<file path="src/rtl/tapasco_reset_sequencer_if.sv">
// Host-side request/status handshake of the reset sequencer.
// The host pulses i_req while o_ready is high and watches o_ack and o_error.
interface tapasco_reset_sequencer_if;
  logic i_req;
  logic o_ready;
  logic o_ack;
  logic o_error;

  modport master (output i_req, input o_ready, input o_ack, input o_error);
  modport slave  (input i_req, output o_ready, output o_ack, output o_error);
endinterface

</file>
<file path="src/rtl/tapasco_reset_sequencer.sv">
// Ordered release of memory and design reset nets: interconnect before peripheral, memory before design.
// Optional calibration timeout is built when RESET_SEQ_TIMEOUT_EN is defined.
module tapasco_reset_sequencer #(
  parameter int HOLD_CYCLES = 16,
  parameter int GAP_CYCLES  = 8,
  parameter int CAL_TIMEOUT = 65535,
  parameter int CNT_W       = 16
) (
  input  logic                      i_host_clk,
  input  logic                      i_host_peripheral_resetn,
  input  logic                      i_mem_calib_done,
  tapasco_reset_sequencer_if.slave  ctrl,
  output logic                      o_mem_interconnect_resetn,
  output logic                      o_mem_peripheral_resetn,
  output logic                      o_mem_peripheral_reset,
  output logic                      o_design_interconnect_resetn,
  output logic                      o_design_peripheral_resetn,
  output logic                      o_design_peripheral_reset
);

  typedef enum logic [2:0] {
    ST_ASSERT  = 3'd0,
    ST_MEM_IC  = 3'd1,
    ST_MEM_CAL = 3'd2,
    ST_MEM_PER = 3'd3,
    ST_DES_IC  = 3'd4,
    ST_DES_PER = 3'd5,
    ST_IDLE    = 3'd6
  } state_t;

  localparam logic [CNT_W-1:0] CNT_ZERO = {CNT_W{1'b0}};
  localparam logic [CNT_W-1:0] CNT_ONE  = {{(CNT_W-1){1'b0}}, 1'b1};
  localparam logic [CNT_W-1:0] HOLD_LD  = CNT_W'(HOLD_CYCLES - 1);
  localparam logic [CNT_W-1:0] GAP_LD   = CNT_W'(GAP_CYCLES - 1);
  localparam logic [CNT_W-1:0] CAL_LD   = CNT_W'(CAL_TIMEOUT - 1);

  state_t           state_r, state_s;
  logic [CNT_W-1:0] cnt_r, cnt_s;
  // armed_r is low only between async reset and the first edge, where the power-on hold count is loaded
  logic             armed_r, armed_s;
  logic             req_seq_r, req_seq_s;
  logic             mem_ic_r, mem_ic_s;
  logic             mem_per_r, mem_per_s;
  logic             des_ic_r, des_ic_s;
  logic             des_per_r, des_per_s;
  logic             ready_r, ready_s;
  logic             ack_r, ack_s;
`ifdef RESET_SEQ_TIMEOUT_EN
  logic             err_r, err_s;
`endif

  // Next-state and next-output decode of the release sequence
  always_comb begin
    state_s   = state_r;
    cnt_s     = cnt_r;
    armed_s   = armed_r;
    req_seq_s = req_seq_r;
    mem_ic_s  = mem_ic_r;
    mem_per_s = mem_per_r;
    des_ic_s  = des_ic_r;
    des_per_s = des_per_r;
    ready_s   = ready_r;
    ack_s     = 1'b0;
`ifdef RESET_SEQ_TIMEOUT_EN
    err_s     = err_r;
`endif
    case (state_r)
      ST_ASSERT: begin
        if (!armed_r) begin
          armed_s = 1'b1;
          cnt_s   = HOLD_LD;
        end else if (cnt_r == CNT_ZERO) begin
          state_s  = ST_MEM_IC;
          cnt_s    = GAP_LD;
          mem_ic_s = 1'b1;
        end else begin
          cnt_s = cnt_r - CNT_ONE;
        end
      end
      ST_MEM_IC: begin
        if (cnt_r == CNT_ZERO) begin
          state_s = ST_MEM_CAL;
          cnt_s   = CAL_LD;
        end else begin
          cnt_s = cnt_r - CNT_ONE;
        end
      end
      ST_MEM_CAL: begin
        if (i_mem_calib_done) begin
          state_s   = ST_MEM_PER;
          cnt_s     = GAP_LD;
          mem_per_s = 1'b1;
`ifdef RESET_SEQ_TIMEOUT_EN
        end else if (cnt_r == CNT_ZERO) begin
          state_s   = ST_MEM_PER;
          cnt_s     = GAP_LD;
          mem_per_s = 1'b1;
          err_s     = 1'b1;
        end else begin
          cnt_s = cnt_r - CNT_ONE;
        end
`else
        end else begin
          cnt_s = cnt_r;
        end
`endif
      end
      ST_MEM_PER: begin
        if (cnt_r == CNT_ZERO) begin
          state_s  = ST_DES_IC;
          cnt_s    = GAP_LD;
          des_ic_s = 1'b1;
        end else begin
          cnt_s = cnt_r - CNT_ONE;
        end
      end
      ST_DES_IC: begin
        if (cnt_r == CNT_ZERO) begin
          state_s   = ST_DES_PER;
          des_per_s = 1'b1;
          ack_s     = req_seq_r;
        end else begin
          cnt_s = cnt_r - CNT_ONE;
        end
      end
      ST_DES_PER: begin
        state_s = ST_IDLE;
        ready_s = 1'b1;
      end
      ST_IDLE: begin
        if (ctrl.i_req) begin
          state_s   = ST_ASSERT;
          cnt_s     = HOLD_LD;
          req_seq_s = 1'b1;
          mem_ic_s  = 1'b0;
          mem_per_s = 1'b0;
          des_ic_s  = 1'b0;
          des_per_s = 1'b0;
          ready_s   = 1'b0;
`ifdef RESET_SEQ_TIMEOUT_EN
          err_s     = 1'b0;
`endif
        end else begin
          ready_s = 1'b1;
        end
      end
      default: begin
        state_s   = ST_ASSERT;
        cnt_s     = HOLD_LD;
        mem_ic_s  = 1'b0;
        mem_per_s = 1'b0;
        des_ic_s  = 1'b0;
        des_per_s = 1'b0;
        ready_s   = 1'b0;
      end
    endcase
  end

  // State, counter and registered reset levels
  always_ff @(posedge i_host_clk or negedge i_host_peripheral_resetn) begin
    if (!i_host_peripheral_resetn) begin
      state_r   <= ST_ASSERT;
      cnt_r     <= CNT_ZERO;
      armed_r   <= 1'b0;
      req_seq_r <= 1'b0;
      mem_ic_r  <= 1'b0;
      mem_per_r <= 1'b0;
      des_ic_r  <= 1'b0;
      des_per_r <= 1'b0;
      ready_r   <= 1'b0;
      ack_r     <= 1'b0;
`ifdef RESET_SEQ_TIMEOUT_EN
      err_r     <= 1'b0;
`endif
    end else begin
      state_r   <= state_s;
      cnt_r     <= cnt_s;
      armed_r   <= armed_s;
      req_seq_r <= req_seq_s;
      mem_ic_r  <= mem_ic_s;
      mem_per_r <= mem_per_s;
      des_ic_r  <= des_ic_s;
      des_per_r <= des_per_s;
      ready_r   <= ready_s;
      ack_r     <= ack_s;
`ifdef RESET_SEQ_TIMEOUT_EN
      err_r     <= err_s;
`endif
    end
  end

  assign o_mem_interconnect_resetn    = mem_ic_r;
  assign o_mem_peripheral_resetn      = mem_per_r;
  assign o_mem_peripheral_reset       = ~mem_per_r;
  assign o_design_interconnect_resetn = des_ic_r;
  assign o_design_peripheral_resetn   = des_per_r;
  assign o_design_peripheral_reset    = ~des_per_r;
  assign ctrl.o_ready                 = ready_r;
  assign ctrl.o_ack                   = ack_r;
`ifdef RESET_SEQ_TIMEOUT_EN
  assign ctrl.o_error                 = err_r;
`else
  assign ctrl.o_error                 = 1'b0;
`endif

endmodule

</file>
<file path="src/flat_wrapper.sv">
// flat-port wrapper written by rule: the top's interface ports become plain ports
module tapasco_reset_sequencer_flat 
#(
  parameter int HOLD_CYCLES = 16,
  parameter int GAP_CYCLES  = 8,
  parameter int CAL_TIMEOUT = 65535,
  parameter int CNT_W       = 16
)
  (i_host_clk, i_host_peripheral_resetn, i_mem_calib_done, o_mem_interconnect_resetn, o_mem_peripheral_resetn, o_mem_peripheral_reset, o_design_interconnect_resetn, o_design_peripheral_resetn, o_design_peripheral_reset, ctrl_i_req, ctrl_o_ready, ctrl_o_ack, ctrl_o_error);
  tapasco_reset_sequencer_if ctrl_i ();
  input  logic i_host_clk;
  input  logic i_host_peripheral_resetn;
  input  logic i_mem_calib_done;
  output logic o_mem_interconnect_resetn;
  output logic o_mem_peripheral_resetn;
  output logic o_mem_peripheral_reset;
  output logic o_design_interconnect_resetn;
  output logic o_design_peripheral_resetn;
  output logic o_design_peripheral_reset;
  input wire logic [$bits(ctrl_i.i_req)-1:0] ctrl_i_req;
  output wire logic [$bits(ctrl_i.o_ready)-1:0] ctrl_o_ready;
  output wire logic [$bits(ctrl_i.o_ack)-1:0] ctrl_o_ack;
  output wire logic [$bits(ctrl_i.o_error)-1:0] ctrl_o_error;
  assign ctrl_i.i_req = ctrl_i_req;
  assign ctrl_o_ready = ctrl_i.o_ready;
  assign ctrl_o_ack = ctrl_i.o_ack;
  assign ctrl_o_error = ctrl_i.o_error;
  tapasco_reset_sequencer #(.HOLD_CYCLES(HOLD_CYCLES), .GAP_CYCLES(GAP_CYCLES), .CAL_TIMEOUT(CAL_TIMEOUT), .CNT_W(CNT_W)) u_core (.i_host_clk(i_host_clk), .i_host_peripheral_resetn(i_host_peripheral_resetn), .i_mem_calib_done(i_mem_calib_done), .ctrl(ctrl_i), .o_mem_interconnect_resetn(o_mem_interconnect_resetn), .o_mem_peripheral_resetn(o_mem_peripheral_resetn), .o_mem_peripheral_reset(o_mem_peripheral_reset), .o_design_interconnect_resetn(o_design_interconnect_resetn), .o_design_peripheral_resetn(o_design_peripheral_resetn), .o_design_peripheral_reset(o_design_peripheral_reset));
endmodule
</file>
<file path="config.mk">
export PLATFORM = sky130hd
export DESIGN_NAME = tapasco_reset_sequencer_flat
export DESIGN_NICKNAME = d
export VERILOG_FILES = /design/src/rtl/tapasco_reset_sequencer_if.sv /design/src/rtl/tapasco_reset_sequencer.sv /design/src/flat_wrapper.sv
export SDC_FILE = /design/constraint.sdc
export NUM_CORES = 1
export LEC_CHECK = 0
export ABC_AREA = 1
export BUFFER_PORTS_ARGS = -buffer_cell sky130_fd_sc_hd__buf_2
export CELL_PAD_IN_SITES_DETAIL_PLACEMENT = 1
export CELL_PAD_IN_SITES_GLOBAL_PLACEMENT = 2
export CORE_UTILIZATION = 35
export DETAILED_ROUTE_END_ITERATION = 7
export PLACE_DENSITY_LB_ADDON = 0.1
export SLEW_MARGIN = 15
export SYNTH_ARGS = -nofsm -noshare
export SYNTH_HDL_FRONTEND = slang
export SYNTH_SLANG_ARGS = --single-unit
</file>
<file path="constraint.sdc">
create_clock -name i_host_clk -period 1.8 [get_ports i_host_clk]
set_input_delay 0.09 -clock i_host_clk [delete_from_list [all_inputs] [get_ports i_host_clk]]
set_output_delay 0.09 -clock i_host_clk [all_outputs]
set_load 0.03 [all_outputs]
</file>
==> results of run 1 <==
cell families (layout without fill, tap and decap cells):
logic type / Yosys count / after routing
adder cells (fa/ha/maj): 2 / 2
flip-flops: 27 / 27
AO/OA/AOI/OAI: 14 / 14
other: 1 / 1
buffers and inverters: 45 / 68
AND/OR/NAND/NOR: 194 / 195
XOR/XNOR: 7 / 7
registers in the layout (all words and copies together) (netlist names):
signal / cells
u_core.o_mem_interconnect_resetn: 1
u_core.ctrl.o_ack: 1
u_core.o_mem_peripheral_resetn: 1
u_core.o_design_interconnect_resetn: 1
u_core.cnt_r: 16
u_core.o_design_peripheral_resetn: 1
u_core.armed_r: 1
u_core.req_seq_r: 1
u_core.state_r: 3
u_core.ctrl.o_ready: 1
worst max-delay path: cells and delay by family (launching register included):
kind	cells	cell delay (ns)
buffers and inverters	2	0.34
flip-flops	1	0.47
AND/OR/NAND/NOR	6	0.78
routing by layer:
layer | global-route usage [%] | vias to the layer above
li1 | - | 946
met3 | 2.06 | 10
met2 | 37.4 | 18
met1 | 24.4 | 882
met5 | 0 | -
met4 | 5.71 | 0
report_power, final:
part	leakage [nW]	internal, mW	switching, mW
clock	0.0255	0.156	0.226
sequential	0.343	0.850	0.301
combinational	0.944	1.24	2.26
through the flow:
stage	setup WS (ns)	instance area, um2	hold slack [ns]	utilization, %	cells
after floorplan	0.310	2120	-0.206	-	290
after global placement	0.119	2280	0.166	38.7	380
after detailed placement	0.0932	2280	0.172	38.7	380
after CTS	0.0689	2330	0.164	39.6	385
after global routing	-0.00448	2390	0.198	40.6	389
final	0.149	2390	0.169	40.6	389
path summary, 6_finish.rpt:
kind	slack [ns]	start	cells past startpoint	endpoint
max	0.15	u_core.state_r[1]	8	u_core.cnt_r[7]
min	0.17	ctrl_i_req	3	u_core.req_seq_r
max reg2reg	0.15	u_core.state_r[1]	8	u_core.cnt_r[7]
min reg2reg	0.47	u_core.req_seq_r	2	u_core.req_seq_r
max in group asynchronous	0.95	i_host_peripheral_resetn	2	u_core.state_r[0]
min in group asynchronous	0.37	i_host_peripheral_resetn	2	u_core.cnt_r[9]
final cells by class:
type	instances	share of cell area [%]
multi-input combinational	219	52.0
sequential	27	28.3
timing repair buffer	26	7.65
inverter	38	6.18
tap	75	3.93
clock buffer	3	1.73
clock inverter	1	0.210
layout by cell type, fill, tap and decap left out, types with 5 or more instances in the layout:
cell and count:
nand2_1 89, inv_1 31, nor2_1 29, dfrtp_1 26, nand3_1 24, nand3_2 13, buf_4 13, nor2_4 11
buf_2 11, nand2_2 6, inv_2 5, a21oi_1 5
timing repair:
action / 4_1_cts / 5_1_grt
endpoints found under the hold margin: 27 / 0
resized for setup: 0 / 5
setup buffers: 0 / 3
hold buffers: 1 / 0
endpoints found under the setup margin: 0 / 18
==> impl_metrics.env, run 1 <==
export IMPL_wl_per_cell_um=15.0
export IMPL_regArea_um2=677
export IMPL_cp_data_arrival_time_ns=1.88
export IMPL_finalCritPeriodShare_pct=91.7
export IMPL_pwr_density_cell_nw_per_um2=2110
export IMPL_critPathKind="reg -> reg"
export IMPL_ioPinCount=13
export IMPL_synth_area_um2=2120
export IMPL_insertion_delay_ns=0.28
export IMPL_cts_reportedPaths_clkPinSlew_ns=0.11
export IMPL_ys_flop_type="dfrtp_1"
export IMPL_core_um2=5890
export IMPL_worstPathCellList="inv_2 > nand2_4 > nor2_4 > nand3_1 > nand3_4 > buf_4 > nand2_1 > nand2_1"
export IMPL_final_layout_size_suffix_gt1_share_pct=26.1
export IMPL_die_h_um=79.9
export IMPL_yosysMostFrequentCell="nand2_1"
export IMPL_root_buffer="clkbuf_8"
export IMPL_nets=321
export IMPL_syn_instance_count=290
export IMPL_maxUsedRoutingLayer="met4"
export IMPL_first_pass_iters=4
export IMPL_n_fill_cell=778
export IMPL_synthMuxAreaShare_pct=0
export IMPL_finalSetupTns_ns=0
export IMPL_synth_fa_ha_area_share_pct=1.18
export IMPL_slew_violations=0
export IMPL_routed_wl_mm=5.83
export IMPL_grt_max_degree=28
export IMPL_cp_required_ns=2.03
export IMPL_antenna_found_initial=0
export IMPL_ys_ff_latch=27
export IMPL_setup_violations=0
export IMPL_netlist_top_cell_by_area="dfrtp_1"
export IMPL_grt_usage_pct=20.2
export IMPL_status="finished clean"
export IMPL_synth_edf_count=0
export IMPL_syn_num_nets=296
export IMPL_yosys_warnings=0
export IMPL_cts_max_level=1
export IMPL_relSlewSlack_pct=54.9
export IMPL_numCtsBuffers=3
export IMPL_crit_path_frequent_cell="nand2_1"
export IMPL_multi_input_area_um2=1240
export IMPL_cp_slowest_cell="dfrtp_1"
export IMPL_synth_top_family_by_area="simple AND/OR/NAND/NOR gates"
export IMPL_vias=1856
export IMPL_crit_path_end_kind="flip-flop"
export IMPL_fmax_mhz=606
export IMPL_syn_area_per_cell_um2=7.33
export IMPL_drt_met1_wl_mm=2.69
export IMPL_tightest_slew_ns=0.676
export IMPL_ant_nets=0
export IMPL_drv_cap=0
export IMPL_gp_congestion=0.786
export IMPL_start_util_pct=36.1
export IMPL_clockBufferDepth=2
export IMPL_finalPower_mw=5.03
export IMPL_grt_ovfl_total=0
export IMPL_crit_path_start_kind="flip-flop"
export IMPL_dpl_hpwl_mm=4.53
export IMPL_crit_path_max_fanout=9
export IMPL_synth_cell_types=33
export IMPL_via_per_inst=4.77
export IMPL_min_path_type="in -> reg"
export IMPL_io_buffers=11
export IMPL_vdd_drop_max_uv=618
export IMPL_fin_worst_skew_ns=0.00595
export IMPL_cts_tree="yes"
export IMPL_dr_wl_met2_mm=2.97
export IMPL_synth_top_area_share_pct=31.8
export IMPL_critPathMaxStageDelay_ns=0.47
export IMPL_numClockSinks=27
export IMPL_drc=0
export IMPL_synth_compound_area_share_pct=3.83
export IMPL_yosys_top_cells_count="89 x nand2_1, 32 x inv_1, 29 x nor2_1, 27 x dfrtp_1, 24 x nand3_1"
export IMPL_synth_seq_area_share_pct=31.8
export IMPL_hold_viol=0
export IMPL_fin_crit_ns=1.65
export IMPL_antenna_cells=0
export IMPL_rows=28
export IMPL_fp_dieW_um=79.9
export IMPL_synth_xor_area_share_pct=2.89
export IMPL_route_met3_wl_um=86
export IMPL_async_reset_ff_share_pct=100
export IMPL_cellLeakagePower_nw=1.31
export IMPL_syn_to_final_growth_pct=12.4
export IMPL_yosys_area_share_simple_pct=49.5
export IMPL_die_area_um2=6390
export IMPL_grt_pass1_vias=2035
export IMPL_grt_pass1_wl_mm=9.82
export IMPL_synth_area_top_cells="dfrtp_1 32%, nand2_1 16%, nand3_2 6.1%"
export IMPL_drt_iter0_drc=56
No activity file was read; power rests on OpenSTA's default activity.
==> inputs of run 2 (changes only) <==
--- a/config.mk
+++ b/config.mk
@@ -12,6 +12,7 @@
 export CORE_UTILIZATION = 35
 export DETAILED_ROUTE_END_ITERATION = 7
 export PLACE_DENSITY_LB_ADDON = 0.1
+export RECOVER_POWER = 25
 export SLEW_MARGIN = 15
 export SYNTH_ARGS = -nofsm -noshare
 export SYNTH_HDL_FRONTEND = slang
==> impl_metrics.env, run 2 (same netlist as run 1, synthesis figures left out) <==
export IMPL_min_from="ctrl_i_req"
export IMPL_syn_to_final_growth_pct=12.4
export IMPL_dpl_hpwl_mm=4.53
export IMPL_cts_tree="yes"
export IMPL_relSlewSlack_pct=49.8
export IMPL_cts_max_level=1
export IMPL_insertion_delay_ns=0.28
export IMPL_drc=0
export IMPL_grt_pass1_vias=2035
export IMPL_crit_path_end_kind="flip-flop"
export IMPL_numClockSinks=27
export IMPL_combPwrFrac_pct=69.5
export IMPL_tightest_slew_ns=0.754
export IMPL_first_pass_iters=4
export IMPL_pwr_share_clk_pct=7.6
export IMPL_fp_dieW_um=79.9
export IMPL_critPathKind="reg -> reg"
export IMPL_drt_iter0_drc=56
export IMPL_pwr_density_cell_nw_per_um2=2110
export IMPL_finalCritPeriodShare_pct=91.7
export IMPL_core_um2=5890
export IMPL_ant_nets=0
export IMPL_slew_violations=0
export IMPL_vdd_drop_max_uv=618
export IMPL_placed_area_um2=2280
export IMPL_fmax_mhz=606
export IMPL_fin_crit_ns=1.65
export IMPL_routed_wl_mm=5.83
export IMPL_min_to="u_core.req_seq_r"
export IMPL_io_buffers=11
export IMPL_wl_per_cell_um=15.0
export IMPL_status="finished clean"
export IMPL_die_area_um2=6390
export IMPL_root_buffer="clkbuf_8"
export IMPL_r2r_start="u_core.state_r[1]"
export IMPL_power_switching_mw=2.78
export IMPL_grt_usage_pct=20.2
export IMPL_design_area_um2=2390
export IMPL_dpl_worst_slack_ns=0.0932
export IMPL_most_common_layout_cells="89 x nand2_1, 31 x inv_1, 29 x nor2_1"
export IMPL_start_util_pct=36.1
export IMPL_multi_input_area_um2=1240
export IMPL_drv_cap=0
export IMPL_p_int_mw=2.25
export IMPL_largestRegisters="u_core.cnt_r x16, u_core.state_r x3"
export IMPL_crit_path_max_fanout=9
export IMPL_regArea_um2=677
export IMPL_numCtsBuffers=3
export IMPL_p_sw_share_pct=55.3
export IMPL_setup_violations=0
export IMPL_cp_data_arrival_time_ns=1.88
export IMPL_rows=28
export IMPL_n_fill_cell=778
export IMPL_grt_ovfl_total=0
export IMPL_cts_reportedPaths_clkPinSlew_ns=0.11
export IMPL_clockBufferDepth=2
export IMPL_crit_path_start_kind="flip-flop"
export IMPL_grt_pass1_wl_mm=9.82
export IMPL_r2r_end="u_core.cnt_r[7]"
export IMPL_antenna_cells=0
export IMPL_grt_max_degree=28
export IMPL_seqPwrFrac_pct=22.9
export IMPL_cp_required_ns=2.03
export IMPL_antenna_found_initial=0
export IMPL_utilization_pct=40.6
export IMPL_via_per_inst=4.77
export IMPL_rr_worst_depth=8
export IMPL_hold_viol=0
export IMPL_finalPower_mw=5.03
export IMPL_fin_worst_skew_ns=0.00595
export IMPL_rrSetupSlack_ns=0.15
export IMPL_whs_path_depth=3
export IMPL_largest_register_ffs=16
export IMPL_timing_final_ws_setup_ns=0.149
export IMPL_nets=321
export IMPL_mostFrequentLayoutCell="nand2_1"
export IMPL_final_layout_size_suffix_gt1_share_pct=26.1
export IMPL_ioPinCount=13
export IMPL_die_h_um=79.9
export IMPL_min_path_type="in -> reg"
export IMPL_vias=1856
export IMPL_regMostFlops="u_core.cnt_r"
export IMPL_gp_congestion=0.786
export IMPL_cellLeakagePower_nw=1.31
==> run 2: cell type report <==
class | count | area share (%)
Multi-Input combinational cell | 219 | 52.0
Sequential cell | 27 | 28.3
Timing Repair Buffer | 26 | 7.65
Inverter | 38 | 6.18
Tap cell | 75 | 3.93
Clock buffer | 3 | 1.73
Clock inverter | 1 | 0.210
==> run 2: what timing repair did <==
item / in CTS / in global routing
hold buffers: 1 / 0
resized for setup: 0 / 5
endpoints found under the setup margin: 0 / 18
buffers inserted: 0 / 3
endpoints found under the hold margin: 27 / 0
==> run 2: through the flow <==
stage	instances	hold slack [ns]	TNS [ns]
2_1_floorplan	290	-0.206	0
3_3_place_gp	380	0.166	0
3_5_place_dp	380	0.172	0
4_1_cts	385	0.164	0
5_1_grt	389	0.198	-0.00448
6_report	389	0.169	0
==> run 2: worst max-delay path by stage <==
stage | depth (start not counted) | from | slack [ns] | end
2_1_floorplan | 10 | u_core.cnt_r[0] | 0.31 | u_core.cnt_r[11]
3_3_place_gp | 9 | u_core.cnt_r[0] | 0.12 | u_core.cnt_r[9]
3_5_place_dp | 9 | u_core.cnt_r[0] | 0.09 | u_core.cnt_r[9]
4_1_cts | 9 | u_core.cnt_r[0] | 0.07 | u_core.cnt_r[9]
5_1_grt | 8 | u_core.state_r[1] | -0.004 | u_core.cnt_r[6]
6_report | 8 | u_core.state_r[1] | 0.15 | u_core.cnt_r[7]
==> run 2: metal layers <==
metal | part of all wire, % | vias to the layer above | GRT usage (%)
met5 | 0 | - | 0
li1 | - | 946 | -
met1 | 46 | 882 | 24.4
met4 | 1.6 | 0 | 5.71
met2 | 51 | 18 | 37.4
met3 | 1.5 | 10 | 2.06
==> run 2: power by group through the flow <==
| stage | logic (mW) | clock network, mW | registers, mW |
|---|---|---|---|
| floorplan | 2.65 | 0 | 1.15 |
| global placement | 3.38 | 0 | 1.16 |
| detailed placement | 3.41 | 0 | 1.17 |
| CTS | 3.42 | 0.396 | 1.15 |
| global route | 3.93 | 0.417 | 1.20 |
| finish | 3.50 | 0.382 | 1.15 |
==> run 2: worst max-delay path, stage by stage (launching register included) <==
cell	delay, ns
dfrtp_1	0.47
inv_2	0.18
nand2_4	0.08
nor2_4	0.17
nand3_1	0.20
nand3_4	0.22
buf_4	0.16
nand2_1	0.05
nand2_1	0.06
